File: config.mk
export PLATFORM = sky130hd
export DESIGN_NAME = sr_flag_bank
export DESIGN_NICKNAME = d
export VERILOG_FILES = /design/src/rtl/sr_pkg.sv /design/src/rtl/sr_cell.sv /design/src/rtl/sr_flag_bank.sv
export SDC_FILE = /design/constraint.sdc
export NUM_CORES = 1
export LEC_CHECK = 0
export CAP_MARGIN = 40
export CORE_UTILIZATION = 47
export CTS_BUF_LIST = sky130_fd_sc_hd__clkbuf_4 sky130_fd_sc_hd__clkbuf_8
export CTS_CLUSTER_DIAMETER = 30
export DETAILED_ROUTE_END_ITERATION = 8
export PLACE_DENSITY = 0.82
export SYNTH_ARGS = -nofsm -noshare
export SYNTH_HDL_FRONTEND = slang
export SYNTH_SLANG_ARGS = --single-unit
export TNS_END_PERCENT = 20
File: constraint.sdc
create_clock -name clk -period 2.2 [get_ports clk]
set_input_delay 0.66 -clock clk [delete_from_list [all_inputs] [get_ports clk]]
set_output_delay 0.66 -clock clk [all_outputs]
set_load 0.02 [all_outputs]
File: src/rtl/sr_pkg.sv
// rtl/sr_pkg.sv - set/reset conflict policy codes and next-state resolver
// Contents:
//   SR_HOLD, SR_SET_DOM, SR_RST_DOM, SR_TOGGLE : conflict policy codes
//   sr_resolve(q, s, r, mode)                  : next flag state for one channel
package sr_pkg;

  localparam int SR_HOLD    = 0;
  localparam int SR_SET_DOM = 1;
  localparam int SR_RST_DOM = 2;
  localparam int SR_TOGGLE  = 3;

  // Any mode outside 0..3 falls through to hold.
  function automatic logic sr_resolve(input logic q, input logic s, input logic r,
                                      input int mode);
    logic nq;
    nq = q;
    case ({s, r})
      2'b10: nq = 1'b1;
      2'b01: nq = 1'b0;
      2'b11: begin
        case (mode)
          SR_SET_DOM: nq = 1'b1;
          SR_RST_DOM: nq = 1'b0;
          SR_TOGGLE:  nq = ~q;
          default:    nq = q;
        endcase
      end
      default: nq = q;
    endcase
    return nq;
  endfunction

endpackage

File: src/rtl/sr_cell.sv
// rtl/sr_cell.sv - one edge-triggered set/reset flag channel
// Ports:
//   clk, reset     : clock, asynchronous active-high reset
//   en             : update enable
//   clr_all        : synchronous clear of q/ovf/rise (overrides en)
//   s, r           : set / reset request
//   q              : registered flag
//   rise           : registered 0->1 pulse of q
//   ovf            : sticky lost-set flag
module sr_cell
  import sr_pkg::*;
#(
  parameter int CONFLICT = SR_HOLD,
  parameter int EDGE_SET = 0
) (
  input  logic clk,
  input  logic reset,
  input  logic en,
  input  logic clr_all,
  input  logic s,
  input  logic r,
  output logic q,
  output logic rise,
  output logic ovf
);

  logic s_prev;
  logic s_eff;
  logic q_res;
  logic ovf_clr;
  logic ovf_set;

  assign s_eff = (EDGE_SET != 0) ? (s & ~s_prev) : s;
  assign q_res = sr_resolve(q, s_eff, r, CONFLICT);

  // R clears the overflow only when it actually drives the flag low:
  // plain reset, reset-dominant conflict, or a toggle from 1 to 0.
  assign ovf_clr = r & (~s_eff | (CONFLICT == SR_RST_DOM) |
                        ((CONFLICT == SR_TOGGLE) & ~q_res));
  assign ovf_set = s_eff & q & q_res;

  always_ff @(posedge clk or posedge reset) begin
    if (reset) begin
      q      <= 1'b0;
      rise   <= 1'b0;
      ovf    <= 1'b0;
      s_prev <= 1'b0;
    end else begin
      // Edge history tracks S every cycle, so edges seen while disabled are lost.
      s_prev <= s;
      if (clr_all) begin
        q    <= 1'b0;
        rise <= 1'b0;
        ovf  <= 1'b0;
      end else if (!en) begin
        rise <= 1'b0;
      end else begin
        q    <= q_res;
        rise <= q_res & ~q;
        ovf  <= (ovf & ~ovf_clr) | ovf_set;
      end
    end
  end

endmodule

File: src/rtl/sr_flag_bank.sv
// rtl/sr_flag_bank.sv - bank of WIDTH set/reset flags with summary outputs
// Ports:
//   clk, reset     : clock, asynchronous active-high reset
//   en             : global update enable
//   clr_all        : synchronous clear of all Q/ovf/rise
//   S, R           : per-channel set / reset requests
//   Q, Q_not       : registered flags and their complement
//   rise           : per-channel one-cycle rising pulse
//   ovf            : per-channel sticky lost-set flag
//   any_q          : OR of Q
//   first_idx      : lowest index with Q set, 0 when none
module sr_flag_bank
  import sr_pkg::*;
#(
  parameter int WIDTH    = 8,
  parameter int CONFLICT = 0,
  parameter int EDGE_SET = 0,
  parameter int IDX_W    = (WIDTH > 1) ? $clog2(WIDTH) : 1
) (
  input  logic             clk,
  input  logic             reset,
  input  logic             en,
  input  logic             clr_all,
  input  logic [WIDTH-1:0] S,
  input  logic [WIDTH-1:0] R,
  output logic [WIDTH-1:0] Q,
  output logic [WIDTH-1:0] Q_not,
  output logic [WIDTH-1:0] rise,
  output logic [WIDTH-1:0] ovf,
  output logic             any_q,
  output logic [IDX_W-1:0] first_idx
);

  for (genvar i = 0; i < WIDTH; i++) begin : g_cell
    sr_cell #(
      .CONFLICT(CONFLICT),
      .EDGE_SET(EDGE_SET)
    ) u_cell (
      .clk    (clk),
      .reset  (reset),
      .en     (en),
      .clr_all(clr_all),
      .s      (S[i]),
      .r      (R[i]),
      .q      (Q[i]),
      .rise   (rise[i]),
      .ovf    (ovf[i])
    );
  end

  assign Q_not = ~Q;
  assign any_q = |Q;

  // Scan from the top down so the lowest set index is the last write.
  always_comb begin
    first_idx = '0;
    for (int i = WIDTH - 1; i >= 0; i--) begin
      if (Q[i]) first_idx = IDX_W'(i);
    end
  end

endmodule

==> impl_metrics.yaml <==
final_layout:
  nFillCells: 285
  stdcell_area_um2: 2180
  nets: 248
  antennaDiodeCount: 0
  utilization: 0.655
  drive_above_1_share: 0.171
  syn_to_final_growth_pct: 33.4
sta:
  min_period_ns: 2.16
  finClkSkew_ns: 0.00189
  rsz0062_at_grt: "yes"
  tns_ns: 0
  fmax_mhz: 463
  report.final.slew_viol_count: 0
  tightestPinTransition_ns: 0.309
  hold_viol: 0
  finalWorstSetupSlack_ns: 0.0409
  period_share: 0.981
  holdWs_ns: 0.532
  relSlewSlack: 0.794
  setup_violations: 0
routing:
  ant_nets: 0
  vias_per_cell: 4.96
  wl_per_cell_um: 13.6
  num_vias: 1271
  dr.pass1.iters: 6
  drtIter0Drc: 35
  drc_errors: 0
  drt-total-wl_mm: 3.47
power:
  clkPwrFrac: 0.213
  leakagePower_uw: 0.00112
  netSwitchingPower_uw: 273
  swShare: 0.299
  p_per_area_nw_per_um2: 418
  comb_power_share: 0.283
  p_int_uw: 640
  vdd_ir_drop_max_mv: 0.223
  p_seq_frac: 0.504
placed_design:
  place_area_um2: 2120
  port_buffers: 55
  routabilityCongestion: 0.837
  dpl.hpwl_mm: 2.60
  dpl_worst_slack_ns: -0.0817
critical_path:
  worstSetupPathType: "reg -> out"
  slowest_delay_ns: 0.46
  critPathTopFamily: "flip-flops"
  crit_slowest_cell: "dfrtp_2"
  crit_fanout: 4
  required_ns: 1.54
  path_buf_inv: 1
  critPathCaptureType: "primary output"
  critPathArrivalTime_ns: 1.50
  start_kind: "flip-flop"
  path_cells: "nor4_4 -> nand2_1 -> dlygate4sd2_1"
floorplanning:
  rows: 21
  die_height_um: 61.0
  die_w_um: 61.0
  io_pins: 56
  coreArea_um2: 3340
  die_area_um2: 3720
  initial_core_util: 0.491
synthesis:
  yosys_warnings: 0
  synth_edf_count: 0
  yosys.area.top_type: "dfrtp_1"
  synthCells: 168
  synth_nets: 204
  synth_top_flop_cell: "dfrtp_1"
  synthArstFlopShare: 1.00
  netlist_area_um2: 1640
  seq_area_frac_synth: 0.367
  yosysUniqueCellTypes: 25
  syn_avg_cell_area_um2: 9.75
  synth.area.top_cells: "dfrtp_1 37%, ha_1 12%, buf_4 11%"
  netlist.area_leader.share: 0.367
  synth-seq-cells: 24
cts:
  clk_pin_slew_ns: 0.13
  cts.path.max_buffers: 2
  cts_hold_buf: 0
  cts_buffers: 3
  cts_sinks: 24
  clk_latency_ns: 0.32
  cts_tree: "done"
  post_cts_buffers: 0
  h-tree-depth: 1
  cts-root-buf: "clkbuf_4"
global_routing:
  grt_overflow: 0
  antenna_found_initial: 0
  use_met2: 0.354
  busiest_layer: "met2"
  use_met3: 0.0252
  grt_pass1_wl_mm: 5.43
  grt.total_usage: 0.202
  use_met1: 0.255
  grt_max_degree: 26
  grt_pass1_vias: 1268
hold_path:
  hp-class: "reg -> reg"
outcome:
  outcome: "completed"
run:
  maxCapViolations: 0
## cells by family (layout without fill, tap and decap cells)
group           count (synthesis)  count (layout)  synth area share
flops                          24              24             0.367
mux                             8               8            0.0489
simple gates                   46              46             0.158
compound gates                 20              20             0.104
buf+inv                        54              96             0.200
fa+ha+maj                      16              16             0.122
## cells in the final DEF, fill, tap and decap left out, types with 6 or more instances in the layout
cell type / instances
clkdlybuf4s50_1: 38
nand2_1: 16
dfrtp_1: 19
buf_4: 14
dlymetal6s2s_1: 7
nor2_1: 9
mux2i_1: 8
inv_1: 25
nor4b_1: 8
ha_1: 16
dlygate4sd2_1: 6
## worst min-delay path, stage by stage, from the launching register on
cell	delay, ns
dfrtp_1	0.40
nand2_1	0.06
a21oi_1	0.05
## area by class of cell
| class | count | area (um2) | area share |
|---|---|---|---|
| clock buffers | 3 | 22.5 | 0.0103 |
| inverters | 25 | 93.8 | 0.0430 |
| multi-input cells | 90 | 748 | 0.342 |
| flip-flops and latches | 24 | 607 | 0.278 |
| well taps | 46 | 57.6 | 0.0263 |
| repair buffers | 68 | 656 | 0.300 |
## state kept, by name, summed over array words and instances (netlist names)
register / cells
g_cell.u_cell.q: 8
g_cell.u_cell.rise: 8
g_cell.u_cell.ovf: 8
## stage by stage
step,cells,power [uW]
floorplan,168,616
CTS,256,916
global placement,253,718
global route,256,961
finish,256,913
detailed placement,253,728
## cell usage after synthesis, drive strengths merged, types with 2 or more instances
master	number
buf	28
inv	25
dfrtp	24
ha	16
nand2	16
nor2	9
a21oi	8
mux2i	8
nor4b	8
o2111ai	7
nor2b	5
and2b	3
nor4	2
or2b	2
## power groups by stage
stage	Combinational (uW)	Clock (uW)	Sequential (uW)
finish	259	194	460
global route	281	219	462
CTS	257	201	457
detailed placement	263	0	465
global placement	253	0	464
floorplan	149	0	467
## routing by layer
metal  vias up  wire length [um]
met4         0                51
met2        37              1690
met3         5               149
met1       614              1580
li1        615                 -
met5         -                 0
## what timing repair did
action                                  CTS  global route
endpoints found under the setup margin    8            10
resized for setup                        19            21
pin swaps                                 0             1
## worst paths after layout
check / startpoint / endpoint / slack [ns] / cells past startpoint
worst max register to register: g_cell[4].u_cell.q / g_cell[4].u_cell.rise / 1.15 / 2
worst max-delay path: g_cell[7].u_cell.q / any_q / 0.04 / 3
max in group asynchronous: reset / g_cell[5].u_cell.q / 1.26 / 3
worst min register to register: g_cell[4].u_cell.ovf / g_cell[4].u_cell.ovf / 0.53 / 2
worst min-delay path: g_cell[4].u_cell.ovf / g_cell[4].u_cell.ovf / 0.53 / 2
min in group asynchronous: reset / g_cell[2].u_cell.ovf / 0.68 / 3
No activity file was read; power rests on OpenSTA's default activity.
